==> config.mk <==
export PLATFORM = sky130hd
export DESIGN_NAME = tile_rom_arbiter
export DESIGN_NICKNAME = d
export VERILOG_FILES = /design/src/rtl/tile_rom_arbiter_pkg.sv /design/src/rtl/tile_rom_arbiter_rr_pick.sv /design/src/rtl/tile_rom_arbiter.sv
export SDC_FILE = /design/constraint.sdc
export NUM_CORES = 1
export LEC_CHECK = 0
export CORE_ASPECT_RATIO = 0.75
export CORE_UTILIZATION = 54
export CTS_BUF_LIST = sky130_fd_sc_hd__clkbuf_8 sky130_fd_sc_hd__clkbuf_16
export DETAILED_ROUTE_END_ITERATION = 10
export GPL_ROUTABILITY_DRIVEN = 0
export GPL_TIMING_DRIVEN = 0
export PLACE_DENSITY = 0.87
export SKIP_CTS_REPAIR_TIMING = 1
export SYNTH_ARGS = -nofsm -noshare
export SYNTH_HDL_FRONTEND = slang
export SYNTH_HIERARCHICAL = 1
export SYNTH_SLANG_ARGS = --single-unit
==> constraint.sdc <==
create_clock -name clk -period 9 [get_ports clk]
set_input_delay 2.25 -clock clk [delete_from_list [all_inputs] [get_ports clk]]
set_output_delay 2.25 -clock clk [all_outputs]
set_load 0.01 [all_outputs]
==> src/rtl/tile_rom_arbiter_pkg.sv <==
// Shared definitions for the tile/sprite colour ROM arbiter.
// Contents:
//   rgb332_t       - 8-bit RGB332 colour word as stored in the ROM
//   screen / tile  - tile edge length and active display window bounds
//   idx_w()        - width of an index into n items (minimum 1 bit)
package tile_rom_arbiter_pkg;

  typedef struct packed {
    logic [2:0] r;
    logic [2:0] g;
    logic [1:0] b;
  } rgb332_t;

  localparam int unsigned TileSize     = 8;
  localparam int unsigned HActiveStart = 144;
  localparam int unsigned HActiveEnd   = 783;
  localparam int unsigned VActiveStart = 31;
  localparam int unsigned VActiveEnd   = 510;

  function automatic int unsigned idx_w(input int unsigned n);
    return (n > 1) ? $clog2(n) : 1;
  endfunction

endpackage

==> src/rtl/tile_rom_arbiter_rr_pick.sv <==
// Combinational round-robin picker.
// Ports:
//   mask   - candidate bits
//   ptr    - index where the search starts; wraps modulo N
//   onehot - first set mask bit at or after ptr, one-hot
//   found  - any mask bit set
module tile_rom_arbiter_rr_pick
  import tile_rom_arbiter_pkg::*;
#(
  parameter int unsigned N  = 3,
  parameter int unsigned IW = idx_w(N)
) (
  input  logic [N-1:0]  mask,
  input  logic [IW-1:0] ptr,
  output logic [N-1:0]  onehot,
  output logic          found
);

  logic [IW-1:0] j;

  always_comb begin
    onehot = '0;
    found  = 1'b0;
    j      = '0;
    for (int unsigned i = 0; i < N; i++) begin
      j = IW'((32'(ptr) + i) % N);
      if (!found && mask[j]) begin
        onehot[j] = 1'b1;
        found     = 1'b1;
      end
    end
  end

endmodule

==> src/rtl/tile_rom_arbiter.sv <==
// Arbiter sharing one single-port colour ROM between pixel-path requesters.
// Class order: promoted (starved low-priority), high-priority, low-priority;
// round-robin within a class from one shared pointer.
// Ports:
//   clk, rst_n         - pixel clock, synchronous active-low reset
//   req, req_addr      - request levels and packed per-requester ROM addresses
//   gnt                - combinational one-hot grant
//   rom_en, rom_addr   - registered ROM read strobe and address
//   rom_dout           - ROM data, valid ROM_LAT cycles after rom_addr
//   rvalid, rdata      - registered read data, tagged one-hot to its requester
module tile_rom_arbiter
  import tile_rom_arbiter_pkg::*;
#(
  parameter int unsigned     NREQ       = 3,
  parameter int unsigned     ADDR_W     = 10,
  parameter int unsigned     DATA_W     = 8,
  parameter int unsigned     ROM_LAT    = 1,
  parameter logic [NREQ-1:0] HIPRI_MASK = 3'b001,
  parameter int unsigned     STARVE_MAX = 15
) (
  input  logic                   clk,
  input  logic                   rst_n,
  input  logic [NREQ-1:0]        req,
  input  logic [NREQ*ADDR_W-1:0] req_addr,
  output logic [NREQ-1:0]        gnt,
  output logic                   rom_en,
  output logic [ADDR_W-1:0]      rom_addr,
  input  logic [DATA_W-1:0]      rom_dout,
  output logic [NREQ-1:0]        rvalid,
  output logic [DATA_W-1:0]      rdata
);

  localparam int unsigned   IW     = idx_w(NREQ);
  localparam int unsigned   CW     = $clog2(STARVE_MAX + 1);
  localparam logic [CW-1:0] CntMax = CW'(STARVE_MAX);

  logic [IW-1:0]     rr_ptr_q, rr_ptr_d;
  logic [CW-1:0]     cnt_q [NREQ];
  logic [CW-1:0]     cnt_d [NREQ];
  logic [NREQ-1:0]   promo;
  logic [NREQ-1:0]   mask_pro, mask_hi, mask_lo;
  logic [NREQ-1:0]   pick_pro, pick_hi, pick_lo;
  logic              found_pro, found_hi, found_lo;
  logic              any_gnt;
  logic [IW-1:0]     win_idx;
  logic [ADDR_W-1:0] win_addr;

  logic              rom_en_q;
  logic [ADDR_W-1:0] rom_addr_q;
  logic [ROM_LAT:0]  tag_vld_q;
  logic [IW-1:0]     tag_idx_q [ROM_LAT+1];
  logic [NREQ-1:0]   rvalid_q, rvalid_d;
  logic [DATA_W-1:0] rdata_q, rdata_d;

  // Starvation counters exist only for low-priority requesters.
  always_comb begin
    for (int unsigned i = 0; i < NREQ; i++) begin
      cnt_d[i] = '0;
      promo[i] = 1'b0;
      if (!HIPRI_MASK[i]) begin
        promo[i] = (cnt_q[i] == CntMax);
        if (!req[i] || gnt[i]) begin
          cnt_d[i] = '0;
        end else if (cnt_q[i] != CntMax) begin
          cnt_d[i] = cnt_q[i] + 1'b1;
        end else begin
          cnt_d[i] = cnt_q[i];
        end
      end
    end
  end

  assign mask_pro = req & ~HIPRI_MASK & promo;
  assign mask_hi  = req & HIPRI_MASK;
  assign mask_lo  = req & ~HIPRI_MASK;

  tile_rom_arbiter_rr_pick #(.N(NREQ), .IW(IW)) u_pick_pro (
    .mask   (mask_pro),
    .ptr    (rr_ptr_q),
    .onehot (pick_pro),
    .found  (found_pro)
  );

  tile_rom_arbiter_rr_pick #(.N(NREQ), .IW(IW)) u_pick_hi (
    .mask   (mask_hi),
    .ptr    (rr_ptr_q),
    .onehot (pick_hi),
    .found  (found_hi)
  );

  tile_rom_arbiter_rr_pick #(.N(NREQ), .IW(IW)) u_pick_lo (
    .mask   (mask_lo),
    .ptr    (rr_ptr_q),
    .onehot (pick_lo),
    .found  (found_lo)
  );

  // Grant is suppressed while reset is asserted so nothing is issued that
  // the pipeline flush would then silently drop.
  always_comb begin
    gnt = '0;
    if (rst_n) begin
      if (found_pro) begin
        gnt = pick_pro;
      end else if (found_hi) begin
        gnt = pick_hi;
      end else if (found_lo) begin
        gnt = pick_lo;
      end
    end
  end

  always_comb begin
    any_gnt  = |gnt;
    win_idx  = '0;
    win_addr = '0;
    for (int unsigned i = 0; i < NREQ; i++) begin
      if (gnt[i]) begin
        win_idx  = IW'(i);
        win_addr = req_addr[i*ADDR_W +: ADDR_W];
      end
    end
    rr_ptr_d = any_gnt ? IW'((32'(win_idx) + 1) % NREQ) : rr_ptr_q;
  end

  // Tag stage ROM_LAT lines up with rom_dout being valid.
  always_comb begin
    rvalid_d = '0;
    for (int unsigned i = 0; i < NREQ; i++) begin
      rvalid_d[i] = tag_vld_q[ROM_LAT] && (tag_idx_q[ROM_LAT] == IW'(i));
    end
    rdata_d = tag_vld_q[ROM_LAT] ? rom_dout : rdata_q;
  end

  always_ff @(posedge clk) begin
    if (!rst_n) begin
      rr_ptr_q   <= '0;
      cnt_q      <= '{default: '0};
      rom_en_q   <= 1'b0;
      rom_addr_q <= '0;
      tag_vld_q  <= '0;
      tag_idx_q  <= '{default: '0};
      rvalid_q   <= '0;
      rdata_q    <= '0;
    end else begin
      rr_ptr_q     <= rr_ptr_d;
      cnt_q        <= cnt_d;
      rom_en_q     <= any_gnt;
      rom_addr_q   <= any_gnt ? win_addr : rom_addr_q;
      tag_vld_q[0] <= any_gnt;
      tag_idx_q[0] <= win_idx;
      for (int unsigned i = 1; i <= ROM_LAT; i++) begin
        tag_vld_q[i] <= tag_vld_q[i-1];
        tag_idx_q[i] <= tag_idx_q[i-1];
      end
      rvalid_q <= rvalid_d;
      rdata_q  <= rdata_d;
    end
  end

  assign rom_en   = rom_en_q;
  assign rom_addr = rom_addr_q;
  assign rvalid   = rvalid_q;
  assign rdata    = rdata_q;

endmodule

==> results of run 1 <==
==> flip-flops by register name, indices dropped and copies added, names as in the netlist <==
register   cells
rvalid         3
rdata          8
tag_vld_q      2
rom_addr      10
tag_idx_q      4
cnt_q          8
rr_ptr_q       2
==> worst max-delay path: stages <==
cell and delay (ns):
clkdlybuf4s50_1 0.69, inv_1 0.08, nor2_1 0.38, mux2i_1 0.17, o21ai_0 0.29, a21oi_1 0.12
o21ai_0 0.36, o221ai_4 0.23, inv_2 0.13, buf_6 0.18, buf_4 0.12, clkdlybuf4s50_1 0.52
==> power by group through the flow <==
| stage | Clock (mW) | Combinational, mW | Sequential (mW) |
|---|---|---|---|
| after CTS | 0.148 | 0.656 | 0.237 |
| after global routing | 0.157 | 0.717 | 0.243 |
| after floorplan | 0 | 0.459 | 0.247 |
| final | 0.146 | 0.665 | 0.237 |
| after detailed placement | 0 | 0.651 | 0.240 |
| after global placement | 0 | 0.632 | 0.238 |
==> kinds of logic (layout without fill, tap and decap cells) <==
logic type                 count (synthesis)  count (layout)  share of synthesized area, %
xor gates and xnor gates                   2               2                        0.6456
AOI/OAI and AO/OA                         71              71                         22.59
DFF                                       37              37                         27.29
buffers and inverters                     39             114                         9.266
muxes                                     19              19                         7.146
and+or+nand+nor                          125             125                         26.46
other                                      1              21                        0.1382
adders and majority gates                 14              14                         6.455
==> path summary, 6_finish.rpt <==
kind	from	to	slack, ns
worst min-delay path	tag_idx_q[3]	tag_idx_q[1]	0.43
worst max register to register	rr_ptr_q[0]	rom_addr[2]	5.77
worst max-delay path	req[1]	gnt[2]	1.23
worst min register to register	tag_idx_q[3]	tag_idx_q[1]	0.43
==> metrics by stage <==
stage / util (%) / hold slack [ns]
after floorplan: - / 0.4119
after global placement: 75.92 / 0.4159
after detailed placement: 75.92 / 0.4227
after CTS: 78.40 / 0.4346
after global routing: 78.40 / 0.4618
final: 78.40 / 0.4314
==> layout make-up <==
class | count | area share (%)
clock buffer | 5 | 1.887
sequential | 37 | 20.32
inverter | 19 | 1.956
buffer | 20 | 4.942
timing repair buffer | 67 | 18.39
tap | 57 | 1.956
clock inverter | 3 | 1.270
multi-input combinational | 252 | 49.28
==> cells in the final DEF, fill, tap and decap left out, types with 5 or more instances in the layout <==
cell / Yosys / routed
a21oi_1: 16 / 16
a221oi_2: 9 / 9
and3_1: 11 / 11
buf_4: 6 / 6
buf_6: 6 / 6
clkbuf_8: 0 / 5
clkdlybuf4s50_1: 0 / 67
conb_1: 1 / 21
dfxtp_1: 37 / 37
ha_1: 14 / 14
inv_1: 15 / 15
mux2i_1: 16 / 16
nand2_1: 21 / 21
nand2b_1: 7 / 7
nand3_1: 8 / 8
nand3b_1: 9 / 9
nand4b_1: 10 / 10
nor2_1: 33 / 33
o21ai_0: 15 / 15
o31ai_2: 6 / 6
==> per-layer routing <==
layer / GRT usage (%) / wire length, um / up-vias
li1: - / - / 1275
met1: 36.69 / 3348 / 1221
met2: 47.03 / 3220 / 81
met3: 4.456 / 352 / 15
met4: 7.759 / 108 / 0
met5: 0 / 0 / -
==> results.toml, run 1 <==
[pwr]
clock_power_share_pct = 14.0
pwr-share-seq_pct = 22.6
peakVddDrop_uv = 140.3
p_int_mw = 0.6110
combPwrFrac_pct = 63.4
swShare_pct = 41.73
p_switching_mw = 0.4375
p_per_area_mw_per_mm2 = 287.6
p_leak_nw = 1.549
totalPowerFinal_mw = 1.048

[routing]
vias_per_cell = 5.635
antenna_left = 0
via_count = 2592
drc = 0
wl_um = 7030
avgRoutedWirePerCell_um = 15.28
drt_iter0_drc = 101
firstDrtPassIters = 4

[finish]
n_antenna_cell = 0
regArea_um2 = 740.7
final_layout_size_suffix_gt1_share_pct = 14.39
num-nets-final = 459
instances_no_fill = 460
fin_area_mm2 = 0.003646
multi_input_area_mm2 = 0.001797
syn_to_final_growth_pct = 34.35
nFillCells = 324

[logic_synthesis]
syn_inst = 308
netlist_top_cells_area = "dfxtp_1, ha_1, mux2i_1, a221oi_2, nor2_1"
ys.warnings.count = 6
yosysTopAreaCellShare_pct = 27.29
ys_seq_area_share_pct = 27.29
synth-seq-cells = 37
synth_edf_count = 0
async_flop_share_pct = 0
syn_avg_cell_area_um2 = 8.811
synth_common_cells = "dfxtp_1, nor2_1, nand2_1"
yosysTopAreaCell = "dfxtp_1"
yosysMostFrequentCell = "dfxtp_1"
ys.flop_type = "dfxtp_1"
syn-cell-area_mm2 = 0.002714
synth.distinct_cells = 48

[placement]
placed_cell_area_mm2 = 0.003531
dp_cells = 452
io_buffers = 67
hpwl_um = 5222
pre_cts_slack_ns = 1.289

[cts]
cts.htree.levels = 2
root_buffer = "clkbuf_8"
cts_buffers = 5
cts_tree = "built"
insertion_delay_ns = 0.29
cts_max_path_buffers = 2
clk_pin_slew_ns = 0.08
cts.sinks = 37

[critical_path]
start_kind = "primary input"
arrival_ns = 5.52
critPathMaxFanout = 10
critPathKind = "in -> out"
reg2reg_depth = 13
worstPathRequired_ns = 6.75
endpoint_kind = "output port"

[job]
max_cap_viol_count = 0

[sta]
maxSlewViolCount = 0
setup_viol = 0
slew_headroom_pct = 58.55
tightest_slew_ns = 0.6217
clock_skew_ns = 0.008530
rsz0062_at_grt = "no"
fin_crit_sh_pct = 86.34
finalCriticalPeriod_ns = 7.771
hold_violations = 0
finalSetupTns_ns = 0
worst_slack_ns = 1.229
clock.fmax_mhz = 128.7

[die]
coreArea_mm2 = 0.004651
start_util_pct = 58.35
chipHeight_um = 63.40
die_width_um = 83.86
rows = 21
io_pins = 68
die_area_mm2 = 0.005316

[global_routing]
grt.total_usage_pct = 27.79
grt_max_degree = 14
grt-ovfl-total = 0
antenna_found_initial = 0
grt_pass1_wl_um = 11860
grt_pass1_vias = 2584

[min_path]
hold_path.class = "reg -> reg"
min_path_cells = 1

[run_status]
outcome = "finished clean"
Power figures use the tool's default switching activity.
==> inputs of run 2 (changes only) <==
--- a/config.mk
+++ b/config.mk
@@ -6,6 +6,7 @@
 export NUM_CORES = 1
 export LEC_CHECK = 0
 export CORE_ASPECT_RATIO = 0.75
+export CORE_MARGIN = 1
 export CORE_UTILIZATION = 54
 export CTS_BUF_LIST = sky130_fd_sc_hd__clkbuf_8 sky130_fd_sc_hd__clkbuf_16
 export DETAILED_ROUTE_END_ITERATION = 10
==> results of run 2 <==
Final layout, timing and power as in run 1 (identical DEF).
==> inputs of run 3 (changes only) <==
--- a/config.mk
+++ b/config.mk
@@ -6,13 +6,14 @@
 export NUM_CORES = 1
 export LEC_CHECK = 0
 export CORE_ASPECT_RATIO = 0.75
-export CORE_MARGIN = 1
+export CORE_MARGIN = 1.5
 export CORE_UTILIZATION = 54
 export CTS_BUF_LIST = sky130_fd_sc_hd__clkbuf_8 sky130_fd_sc_hd__clkbuf_16
+export CTS_CLUSTER_DIAMETER = 30
 export DETAILED_ROUTE_END_ITERATION = 10
 export GPL_ROUTABILITY_DRIVEN = 0
 export GPL_TIMING_DRIVEN = 0
-export PLACE_DENSITY = 0.87
+export PLACE_DENSITY = 0.91
 export SKIP_CTS_REPAIR_TIMING = 1
 export SYNTH_ARGS = -nofsm -noshare
 export SYNTH_HDL_FRONTEND = slang
==> run 3 against run 2 <==
  * The flow now finishes with violations (design-rule violations)
  * Non-clock buffer count is the same
  * Clock-buffer cell count grew 1
  * Global-route usage shrank 1.7 points
  * Sequential power is essentially flat
  * Largest cell class unchanged
  * Die area grew 2.8%
  * Register-to-register slack gained 0.02 ns
  * Maximum frequency shrank 0.16%
==> results.toml, run 3 (synthesis results as in run 1) <==
[run_status]
outcome = "finished with violations"
violations = "design-rule violations"

[cts]
cts.htree.levels = 2
root_buffer = "clkbuf_8"
insertion_delay_ns = 0.29
clk_pin_slew_ns = 0.06
cts_buffers = 5
cts_tree = "built"
cts_max_path_buffers = 2
cts.sinks = 37

[global_routing]
grt_pass1_vias = 2513
grt_pass1_wl_um = 11430
grt-ovfl-total = 0
grt_max_degree = 11
grt.total_usage_pct = 26.12
antenna_found_initial = 0

[routing]
vias_per_cell = 5.567
avgRoutedWirePerCell_um = 14.81
via_count = 2572
drc = 1
drt_iter0_drc = 125
firstDrtPassIters = 9
wl_um = 6844
antenna_left = 0

[finish]
fin_area_mm2 = 0.003621
n_antenna_cell = 0
regArea_um2 = 740.7
largest_register_ffs = 10
syn_to_final_growth_pct = 33.43
final_common_cell = "clkdlybuf4s50_1"
instances_no_fill = 462
final_layout_size_suffix_gt1_share_pct = 13.93
layout_common_cells = "clkdlybuf4s50_1, dfxtp_1, nor2_1"
num-nets-final = 459
multi_input_area_mm2 = 0.001797
nFillCells = 366

[critical_path]
path_cells = "clkdlybuf4s50_1, inv_1, nor2_1, mux2i_1, o21ai_0, a21oi_1, o21ai_0, o221ai_4, inv_2, buf_6, buf_4, clkdlybuf4s50_1"
max_stage_delay_ns = 0.72
critPathMaxFanout = 10
reg2reg_depth = 12
critPathSlowestCell = "clkdlybuf4s50_1"
critPathKind = "in -> out"
crit_family = "buffers and inverters"
arrival_ns = 5.53
crit_cells = 12
path_buf_inv = 6
endpoint_kind = "output port"
worstPathRequired_ns = 6.75
start_kind = "primary input"

[placement]
io_buffers = 67
placed_cell_area_mm2 = 0.003535
hpwl_um = 5302
dp_cells = 455

[sta]
setup_viol = 0
tightest_slew_ns = 0.6073
slew_headroom_pct = 59.51
finalCriticalPeriod_ns = 7.783
clock.fmax_mhz = 128.5
finalSetupTns_ns = 0
hold_violations = 0
rsz0062_at_grt = "no"
maxSlewViolCount = 0
fin_crit_sh_pct = 86.48
clock_skew_ns = 0.006881

[die]
die_width_um = 84.86
coreArea_mm2 = 0.004872
chipHeight_um = 64.40
io_pins = 68
start_util_pct = 55.70
die_area_mm2 = 0.005465
rows = 22

[pwr]
totalPowerFinal_mw = 1.012
p_leak_nw = 1.543
p_per_area_mw_per_mm2 = 279.5
peakVddDrop_uv = 200.8

[min_path]
hold_path.class = "reg -> reg"
min_path_cells = 1

[job]
max_cap_viol_count = 0
run 3: cell types whose count changed in the layout (fill, tap and decap cells not counted), sizes merged:
cell	delta
clkinvlp	-1
clkbuf	+1
clkinv	-1
inv	+1
bufinv	-1
run 3: final cells by class:
class	count	area share, %
timing repair buffer	67	18.52
inverter	19	1.970
buffer	20	4.976
tap	60	2.073
multi-input combinational	252	49.62
sequential	37	20.46
clock buffer	6	2.281
clock inverter	1	0.1037
run 3: per-stage QoR:
stage / hold WS [ns] / setup WS, ns / utilization (%)
2_1_floorplan: 0.4119 / 2.845 / -
3_3_place_gp: 0.4195 / 1.417 / 72.55
3_5_place_dp: 0.4285 / 1.309 / 72.55
4_1_cts: 0.4386 / 1.306 / 74.32
5_1_grt: 0.4572 / 1.023 / 74.32
6_report: 0.4389 / 1.217 / 74.32
run 3: worst paths after layout:
kind | slack, ns | to | from
max reg2reg | 5.79 | rr_ptr_q[1] | rr_ptr_q[0]
min reg2reg | 0.44 | tag_idx_q[1] | tag_idx_q[3]
min | 0.44 | tag_idx_q[1] | tag_idx_q[3]
max | 1.22 | gnt[2] | req[1]
run 3: per-layer routing:
layer	vias up	global-route usage (%)	part of all wire (%)	wire length, um
li1	1280	-	-	-
met1	1193	34.61	46	3151
met2	92	44.30	47	3212
met3	7	5.039	6.2	426
met4	0	5.738	0.77	53
met5	-	0	0	0
run 3: power by group:
part           switching [mW]  total [mW]  internal (mW)
sequential             0.0303       0.238          0.208
combinational           0.339       0.659          0.321
clock                  0.0552       0.115         0.0596
